===== src/rtl/uart_rx.sv =====
// uart_rx: 8N1 UART receiver, falling-edge clocked; define UART_RX_MAJORITY_EN for 2-of-3 bit voting
module uart_rx #(
  parameter int CLKS_PER_BIT = 435,
  parameter int N = 9
) (
  input  logic       i_Clock,
  input  logic       rst,
  input  logic       i_Rx_Serial,
  output logic       o_Rx_DV,
  output logic [7:0] o_Rx_Byte,
  output logic       o_Rx_Active,
  output logic       o_Frame_Err
);
  localparam logic [N-1:0] H  = N'((CLKS_PER_BIT - 1) / 2);
  localparam logic [N-1:0] C1 = N'(CLKS_PER_BIT - 1);
  typedef enum logic [2:0] {IDLE, START, DATA, STOP, CLEANUP} state_t;
  state_t state_q, state_d;
  logic [1:0] sync_q, sync_d;
  logic [N-1:0] cnt_q, cnt_d;
  logic [2:0] idx_q, idx_d;
  logic [7:0] shift_q, shift_d, byte_q, byte_d;
  logic dv_q, dv_d, err_q, err_d, active_q, active_d;
  logic s, bit_v;
  assign s = sync_q[1];
  assign sync_d = {sync_q[0], i_Rx_Serial};
`ifdef UART_RX_MAJORITY_EN
  localparam logic [N-1:0] C2 = N'(CLKS_PER_BIT - 2);
  localparam logic [N-1:0] C3 = N'(CLKS_PER_BIT - 3);
  logic [1:0] v_q, v_d;
  always_comb v_d = (state_q == DATA || state_q == STOP) ?
                    (cnt_q == C3 ? {v_q[1], s} : cnt_q == C2 ? {s, v_q[0]} : v_q) : v_q;
  assign bit_v = (v_q[0] & v_q[1]) | (v_q[0] & s) | (v_q[1] & s);
  always_ff @(negedge i_Clock)
    if (rst) v_q <= 2'b00;
    else v_q <= v_d;
`else
  assign bit_v = s;
`endif
  always_comb begin
    state_d  = state_q;
    cnt_d    = cnt_q;
    idx_d    = idx_q;
    shift_d  = shift_q;
    byte_d   = byte_q;
    dv_d     = 1'b0;
    err_d    = 1'b0;
    active_d = active_q;
    case (state_q)
      IDLE: begin
        cnt_d = '0;
        idx_d = '0;
        if (!s) begin
          active_d = 1'b1;
          state_d  = START;
        end
      end
      START: begin
        if (cnt_q == H) begin
          cnt_d = '0;
          if (s) begin
            active_d = 1'b0;
            state_d  = IDLE;
          end else state_d = DATA;
        end else cnt_d = cnt_q + N'(1);
      end
      DATA: begin
        if (cnt_q == C1) begin
          cnt_d = '0;
          shift_d[idx_q] = bit_v;
          idx_d = idx_q + 3'd1;
          if (idx_q == 3'd7) state_d = STOP;
        end else cnt_d = cnt_q + N'(1);
      end
      STOP: begin
        if (cnt_q == C1) begin
          cnt_d    = '0;
          active_d = 1'b0;
          state_d  = CLEANUP;
          if (bit_v) begin
            byte_d = shift_q;
            dv_d   = 1'b1;
          end else err_d = 1'b1;
        end else cnt_d = cnt_q + N'(1);
      end
      CLEANUP: if (s) state_d = IDLE;
      default: begin
        active_d = 1'b0;
        state_d  = IDLE;
      end
    endcase
  end
  always_ff @(negedge i_Clock)
    if (rst) begin
      sync_q   <= 2'b11;
      state_q  <= IDLE;
      cnt_q    <= '0;
      idx_q    <= '0;
      shift_q  <= '0;
      byte_q   <= '0;
      dv_q     <= 1'b0;
      err_q    <= 1'b0;
      active_q <= 1'b0;
    end else begin
      sync_q   <= sync_d;
      state_q  <= state_d;
      cnt_q    <= cnt_d;
      idx_q    <= idx_d;
      shift_q  <= shift_d;
      byte_q   <= byte_d;
      dv_q     <= dv_d;
      err_q    <= err_d;
      active_q <= active_d;
    end
  assign o_Rx_DV     = dv_q;
  assign o_Rx_Byte   = byte_q;
  assign o_Rx_Active = active_q;
  assign o_Frame_Err = err_q;
endmodule


===== config.mk =====
export PLATFORM = sky130hd
export DESIGN_NAME = uart_rx
export DESIGN_NICKNAME = d
export VERILOG_FILES = /design/src/rtl/uart_rx.sv
export SDC_FILE = /design/constraint.sdc
export NUM_CORES = 1
export LEC_CHECK = 0
export ABC_AREA = 1
export CAP_MARGIN = 20
export CORE_UTILIZATION = 40
export DETAILED_ROUTE_END_ITERATION = 8
export SLEW_MARGIN = 5
export SYNTH_ARGS = -nofsm -noshare
export SYNTH_HDL_FRONTEND = slang
export SYNTH_SLANG_ARGS = --single-unit

===== constraint.sdc =====
create_clock -name i_Clock -period 1.4 [get_ports i_Clock]
set_input_delay 0.28 -clock i_Clock [delete_from_list [all_inputs] [get_ports i_Clock]]
set_output_delay 0.28 -clock i_Clock [all_outputs]
set_load 0.01 [all_outputs]

==> out/results.ini, run 1 <==
[outcome]
status=finished, violations left
violations=negative setup slack

[final_layout]
n_antenna_cell=0
stdcell_count=386
final_nets=343
final_common_cell=inv_1
post_route_cells_drive_above_1_share=0.491
mostFrequentLayoutCells=inv_1, nand2_1, buf_4
fin_util=0.720
area_growth_pct=68.7
final_area_mm2=0.00296

[sta]
skew_ps=22.8
setup_ws_ps=-379
finalHoldViolations=0
slew_violations=0
hold-worst-slack_ps=419
tightest_slew_ps=351
setup_viol=36
slew_headroom=0.765
rsz0062_at_grt=true
tns_ps=-5390

[worst_setup_path]
startpoint=o_Rx_Byte[0]
end_kind=primary output
path_buf_inv=1
worstPathArrival_ps=1500
critPathKind=reg2out
r2r_cells=12
crit_slowest_cell=dfxtp_2
setup.worst_path.start_class=flip-flop
path_cells=buf_6
r2r-start=cnt_q[0]
cp.depth=1
required_ps=1120
critPathMaxStageDelay_ps=340
crit_path_max_fanout=2
critical-path-top-delay-family=flip-flops

[power]
switching_share=0.414
power_mw=4.22
pwr-share-comb=0.387
powerDensity_mw_per_mm2=1430
vdd_ir_drop_max_v=0.00137
p_leak_nw=1.41
p_clk_frac=0.318
power_frac_seq=0.295
p_int_mw=2.47
p_sw_mw=1.75

[routing]
drtAntennaViolNets=0
post-route-drc-count=0
first_iter_violations=115
drt_pass1_iterations=4
via_count=1926
wirelength_mm=5.04
viasPerCell=4.99
post_drt_wl_per_cell_um=13.1

[flow_run]
cap_violations=0

[global_route]
antenna_found_initial=0
grt_pass1_vias=1697
gr-total-overflow=0
grt_pass1_wl_mm=7.21
grt_start_max_net_pins=12
grt.total_usage=0.215

[synthesis]
synth_cells=244
ys_types=31
yosysWarnings=0
synth_seq_cells=36
syn-num-nets=252
yosysSeqAreaShare=0.411
synth_area_mm2=0.00176
synth.avg_cell_area_um2=7.19

[clock_tree]
cts_tree=done
htree_levels=2
cts-buffers-inserted=5
root_buffer=clkbuf_8
cts.path.max_buffers=2
cts_num_sinks=36
clkTransAtPathRegs_ps=40
insertion_delay_ps=370

[place]
numPortBuffers=13
hpwl_mm=2.58
placement.setup.worst_slack_ps=-655
globalplace.congestion=0.879
place_inst=327
post_dp_cell_area_mm2=0.00215

[min_path]
holdPathStages=1
worst_hold_startpoint=sync_q[0]
hold_path_class=reg2reg

[floorplanning]
rows=23
core_area_mm2=0.00412
die_w_um=68.2
dieArea_mm2=0.00466
io_pins=14
start_util=0.427
fp.dieH_um=68.2

[cells in the mapped netlist (all sizes together)]
| cell | instances | area, um^2 |
|---|---|---|
| a31oi | 2 | 12.5 |
| nor3 | 16 | 91.3 |
| a21oi | 16 | 87.6 |
| clkbuf | 3 | 12.5 |
| o211ai | 1 | 7.51 |
| o21bai | 1 | 7.51 |
| dfxtp | 36 | 721 |
| or2 | 2 | 12.5 |
| nand2 | 52 | 215 |
| nand3b | 2 | 15.0 |
| buf | 3 | 27.5 |
| nor4 | 1 | 6.26 |
| o21ai | 17 | 92.6 |
| xnor2 | 1 | 8.76 |
| inv | 38 | 143 |
| nand3 | 15 | 87.6 |
| clkinv | 1 | 5.00 |
| nor2 | 32 | 140 |
| ha | 5 | 62.6 |
[power by group through the flow]
stage / sequential (mW) / clock [mW] / combinational, mW
2_1_floorplan: 1.20 / 0.161 / 0.695
3_3_place_gp: 1.21 / 0.161 / 0.944
3_5_place_dp: 1.22 / 0.161 / 0.943
4_1_cts: 1.22 / 1.37 / 1.24
5_1_grt: 1.25 / 1.50 / 1.76
6_report: 1.25 / 1.34 / 1.64
[sequential cells by signal, indices dropped and copies added, names as in the netlist]
register     flops
shift_q          8
o_Frame_Err      1
o_Rx_Byte        8
idx_q            3
cnt_q            9
o_Rx_Active      1
o_Rx_DV          1
state_q          3
sync_q           2
[layout make-up]
class | instances | area, um^2
Clock inverter | 39 | 175
Multi-Input combinational cell | 163 | 1200
Sequential cell | 36 | 737
Tap cell | 50 | 62.6
Timing Repair inverter | 1 | 8.76
Inverter | 38 | 165
Timing Repair Buffer | 54 | 542
Fill cell | 311 | 1150
Clock buffer | 5 | 68.8
[cells by family after synthesis]
kind of cell	Yosys count	share of synthesized area
DFF	36	0.411
buffers and inverters	45	0.107
and+or+nand+nor	120	0.324
AOI/OAI and AO/OA	37	0.118
xor gates and xnor gates	1	0.00499
adders and majority gates	5	0.0356
[per-layer routing]
metal | share of wire | global-route usage | up-vias
met5 | 0 | 0 | -
met4 | 0.019 | 0.122 | 0
met3 | 0.054 | 0.103 | 11
met2 | 0.50 | 0.311 | 52
met1 | 0.42 | 0.258 | 898
li1 | - | - | 965
[repair_timing]
action,in CTS,in global routing
endpoints found under the hold margin,0,0
setup buffers,8,8
hold buffers,0,0
endpoints found under the setup margin,47,43
cloned,3,0
pin swaps,21,27
resized for setup,123,58
[path summary, 6_finish.rpt]
| check | slack, ps | endpoint |
|---|---|---|
| max | -380 | o_Rx_Byte[0] |
| min | 420 | sync_q[1] |
| max reg2reg | -120 | state_q[2] |
| min reg2reg | 420 | sync_q[1] |
(Power assumes the default switching activity.)
==> run 2: changes to the inputs <==
SKIP_CTS_REPAIR_TIMING = 1   (was unset)
==> run 2 against run 1 <==
Effect of this change:
- the run still ends with negative setup slack left
- largest cell class unchanged
- global-route usage shrank 2.5 points
- via count fell by 4.8%
- hold slack is essentially flat
- routed wire length shrank 9.6%
- critical path type unchanged
==> out/results.ini, run 2 (synthesis results as in run 1) <==
[outcome]
status=finished, violations left
violations=negative setup slack

[routing]
viasPerCell=4.85  ; -2.8%
drtAntennaViolNets=0  ; unchanged
first_iter_violations=161  ; +40%
drt_pass1_iterations=4  ; unchanged
via_count=1834  ; -4.8%
post_drt_wl_per_cell_um=12.0  ; -7.7%
wirelength_mm=4.55  ; -9.6%
post-route-drc-count=0  ; unchanged

[clock_tree]
cts-buffers-inserted=5  ; unchanged
clkTransAtPathRegs_ps=40  ; about the same
root_buffer=clkbuf_8
insertion_delay_ps=360  ; about the same
cts_num_sinks=36  ; unchanged
cts.path.max_buffers=2  ; unchanged
cts_tree=done
htree_levels=2  ; unchanged

[global_route]
gr-total-overflow=0  ; unchanged
antenna_found_initial=0  ; unchanged
grt_pass1_wl_mm=6.41  ; -11%
grt_pass1_vias=1609  ; -5.2%
grt.total_usage=0.190  ; -0.0251
grt_start_max_net_pins=21  ; +9

[worst_setup_path]
r2r_cells=9  ; -3
critPathMaxStageDelay_ps=310  ; -30 ps
required_ps=1120  ; about the same
worstPathArrival_ps=1480  ; -20 ps
cp.depth=1  ; unchanged
r2r-start=cnt_q[0]
critical-path-top-delay-family=flip-flops
path_cells=buf_6
critPathKind=reg2out
ff2ff_setup_slack_ps=-210  ; -90 ps
crit_slowest_cell=dfxtp_2
r2r-end=o_Rx_Byte[4]
crit_path_max_fanout=2  ; unchanged
end_kind=primary output
path_buf_inv=1  ; unchanged
setup.worst_path.start_class=flip-flop

[final_layout]
fill_cells=331  ; +6.4%
final_area_mm2=0.00281  ; -5.0%
mostFrequentLayoutCells=inv_1, nand2_1, buf_4
largest_register=cnt_q
final_common_cell=inv_1
final_nets=335  ; -2.3%
largest_register_ffs=9  ; unchanged
fin_util=0.684  ; -0.0359
area_growth_pct=60.3
n_antenna_cell=0  ; unchanged
post_route_cells_drive_above_1_share=0.430  ; -0.0612

[floorplanning]
dieArea_mm2=0.00466  ; unchanged
core_area_mm2=0.00412  ; unchanged
start_util=0.427  ; unchanged
fp.dieH_um=68.2  ; unchanged
die_w_um=68.2  ; unchanged
rows=23  ; unchanged
io_pins=14  ; unchanged

[sta]
setup_viol=39  ; +8.3%
tightest_slew_ps=350  ; -0.716 ps
rsz0062_at_grt=true
skew_ps=20.7  ; -2.11 ps
slew_headroom=0.766  ; about the same
finalHoldViolations=0  ; unchanged
setup_ws_ps=-363  ; +16.1 ps
slew_violations=0  ; unchanged
hold-worst-slack_ps=419  ; -0.0690 ps
tns_ps=-6540  ; -1150 ps

[power]
powerDensity_mw_per_mm2=1420  ; -0.75%
p_leak_nw=1.37  ; -2.8%
vdd_ir_drop_max_v=0.00129  ; -5.7%

[flow_run]
cap_violations=0  ; unchanged

[min_path]
holdPathStages=1  ; unchanged
worst_hold_startpoint=sync_q[0]
hold_path_class=reg2reg
min_to=sync_q[1]

[place]
numPortBuffers=13  ; unchanged
globalplace.congestion=0.879  ; unchanged
hpwl_mm=2.58  ; unchanged
post_dp_cell_area_mm2=0.00215  ; unchanged

==> run 2: changes by cell type in the layout (fill, tap and decap cells not counted), sizes merged <==
cell	before	now
buf	53	43
inv	76	75
clkbuf	5	7
dlymetal6s2s	0	1
==> run 2: metal layers <==
layer | routed length [um] | GRT usage
met1 | 1980 | 0.227
met2 | 2200 | 0.257
met3 | 267 | 0.102
met5 | 0 | 0
met4 | 110 | 0.133
==> run 2: worst max-delay path by stage <==
stage                   endpoint  slack [ps]          from
floorplan              sync_q[1]         -40           rst
global placement        cnt_q[6]        -640           rst
detailed placement      cnt_q[6]        -660           rst
CTS                 o_Rx_Byte[0]        -810  o_Rx_Byte[0]
global route         o_Rx_Active        -400   o_Rx_Active
finish               o_Rx_Active        -360   o_Rx_Active
==> run 2: area by class of cell <==
type | count | area (um^2) | share of cell area
clock inverter | 39 | 175 | 0.0622
inverter | 38 | 160 | 0.0569
timing repair buffer | 47 | 479 | 0.170
sequential | 36 | 739 | 0.263
tap | 50 | 62.6 | 0.0222
clock buffer | 5 | 68.8 | 0.0245
multi-input combinational | 163 | 1130 | 0.401
==> run 2: report_power, final <==
| part | internal, mW | switching, mW | leakage [nW] |
|---|---|---|---|
| registers | 1.12 | 0.124 | 0.298 |
| logic | 0.587 | 0.838 | 0.823 |
| clock network | 0.661 | 0.656 | 0.252 |
==> run 2: per-stage QoR <==
stage / std cells / setup WS (ps) / power (mW)
floorplan: 244 / -39.2 / 2.06
CTS: 370 / -811 / 3.52
finish: 378 / -363 / 3.98
detailed placement: 327 / -655 / 2.32
global route: 378 / -404 / 4.31
global placement: 327 / -637 / 2.32
==> run 3: changes to the inputs <==
PLACE_DENSITY = 0.58   (was unset)
==> run 3 against run 2 <==
Effect of this change:
- clock-buffer cell count unchanged
- the run still ends with negative setup slack left
- critical path depth unchanged
- largest power group unchanged
- routed wire length increased by 3.2%
- combinational power increased by 9%
- largest cell class unchanged
- die area unchanged
- register-to-register slack improved by 70 ps
- global-route usage increased by 0.056 points
- utilization increased by 2.0 points
- final cell count increased by 1.3%
==> out/results.ini, run 3 (synthesis results as in run 1) <==
[global_route]
grt.total_usage=0.191  ; +0.000563
antenna_found_initial=0  ; unchanged
gr-total-overflow=0  ; unchanged
grt_pass1_wl_mm=6.52  ; +1.7%
grt_start_max_net_pins=21  ; unchanged
grt_pass1_vias=1654  ; +2.8%

[worst_setup_path]
path_cells=buf_6
path_buf_inv=1  ; unchanged
ff2ff_setup_slack_ps=-140  ; +70 ps
worstPathArrival_ps=1480  ; about the same
required_ps=1120  ; about the same
critical-path-top-delay-family=flip-flops
critPathMaxStageDelay_ps=320  ; about the same
crit_slowest_cell=dfxtp_2
r2r-end=o_Rx_Byte[1]
setup.worst_path.start_class=flip-flop
critPathKind=reg2out
r2r_cells=10  ; +1
crit_path_max_fanout=2  ; unchanged
end_kind=primary output
startpoint=o_Rx_Byte[3]
r2r-start=cnt_q[0]

[floorplanning]
start_util=0.427  ; unchanged
io_pins=14  ; unchanged
rows=23  ; unchanged
die_w_um=68.2  ; unchanged
dieArea_mm2=0.00466  ; unchanged
fp.dieH_um=68.2  ; unchanged
core_area_mm2=0.00412  ; unchanged

[power]
vdd_ir_drop_max_v=0.00144  ; +11%
p_leak_nw=1.40  ; +1.7%
powerDensity_mw_per_mm2=1430  ; +0.72%

[sta]
rsz0062_at_grt=true
finalHoldViolations=0  ; unchanged
setup_ws_ps=-363  ; -0.720 ps
hold-worst-slack_ps=423  ; +4.07 ps
tightest_slew_ps=295  ; -55.3 ps
slew_violations=0  ; unchanged
skew_ps=25.6  ; +4.91 ps
setup_viol=36  ; -7.7%
slew_headroom=0.803  ; +0.0373

[final_layout]
ff_latch_area_um2=739  ; unchanged
stdcell_count=383  ; +1.3%
mostFrequentLayoutCells=inv_1, nand2_1, buf_4
post_route_cells_drive_above_1_share=0.465  ; +0.0356
n_antenna_cell=0  ; unchanged
area_growth_pct=65.1
largest_register_ffs=9  ; unchanged
final_nets=340  ; +1.5%
multi_input_area_mm2=0.00118  ; +4.9%
fill_cells=328  ; -0.91%
final_common_cell=inv_1
largest_register=cnt_q

[routing]
viasPerCell=4.83  ; -0.39%
first_iter_violations=54  ; -66%
post_drt_wl_per_cell_um=12.3  ; +1.8%
post-route-drc-count=0  ; unchanged
drt_pass1_iterations=4  ; unchanged
drtAntennaViolNets=0  ; unchanged
via_count=1851  ; +0.93%
wirelength_mm=4.70  ; +3.2%

[min_path]
holdPathStages=1  ; unchanged
worst_hold_startpoint=sync_q[0]
min_to=sync_q[1]
hold_path_class=reg2reg

[place]
globalplace.congestion=0.837  ; -4.8%
place_inst=327  ; unchanged
numPortBuffers=13  ; unchanged
hpwl_mm=2.70  ; +4.4%

[outcome]
status=finished, violations left
violations=negative setup slack

[clock_tree]
cts.path.max_buffers=2  ; unchanged
cts_num_sinks=36  ; unchanged
clkTransAtPathRegs_ps=40  ; about the same
cts-buffers-inserted=5  ; unchanged
htree_levels=2  ; unchanged
cts_tree=done
root_buffer=clkbuf_8
insertion_delay_ps=370  ; about the same

[flow_run]
cap_violations=0  ; unchanged

-- run 3: cell types whose count changed in the layout (fill, tap and decap cells not counted), sizes merged --
cell / delta
buf: +6
dlymetal6s2s: -1
-- run 3: per-layer routing --
metal | global-route usage | vias up | share of wire
li1 | - | 955 | -
met4 | 0.112 | 0 | 0.0098
met2 | 0.262 | 32 | 0.51
met3 | 0.0950 | 5 | 0.040
met5 | 0 | - | 0
met1 | 0.236 | 859 | 0.44
-- run 3: area by class of cell --
| type | count | area share |
|---|---|---|
| inverters | 38 | 0.0557 |
| well taps | 50 | 0.0216 |
| clock inverters | 39 | 0.0604 |
| flip-flops and latches | 36 | 0.255 |
| multi-input cells | 163 | 0.408 |
| clock buffers | 5 | 0.0237 |
| repair buffers | 52 | 0.175 |
-- run 3: through the flow --
stage	TNS, ps	instance area, um^2	utilization	total power, mW	worst slack (ps)
after global routing	-8160	2900	0.704	4.46	-409
after floorplan	-131	1820	-	2.06	-39.2
final	-5210	2900	0.704	4.13	-363
after global placement	-23220	2150	0.523	2.33	-635
after CTS	-15040	2390	0.581	3.53	-804
after detailed placement	-23870	2150	0.523	2.33	-653
-- run 3: worst max path at each step --
stage	slack (ps)	cells after the start	endpoint
after floorplan	-40	2	sync_q[1]
after global placement	-640	7	cnt_q[6]
after detailed placement	-650	7	cnt_q[6]
after CTS	-800	1	o_Rx_Byte[7]
after global routing	-410	1	o_Rx_DV
final	-360	1	o_Rx_Byte[3]
-- run 3: where the power goes --
group	switching, mW	leakage (nW)	internal, mW
registers	0.135	0.298	1.12
clock network	0.665	0.252	0.661
logic	0.886	0.847	0.664
total	1.69	1.40	2.45
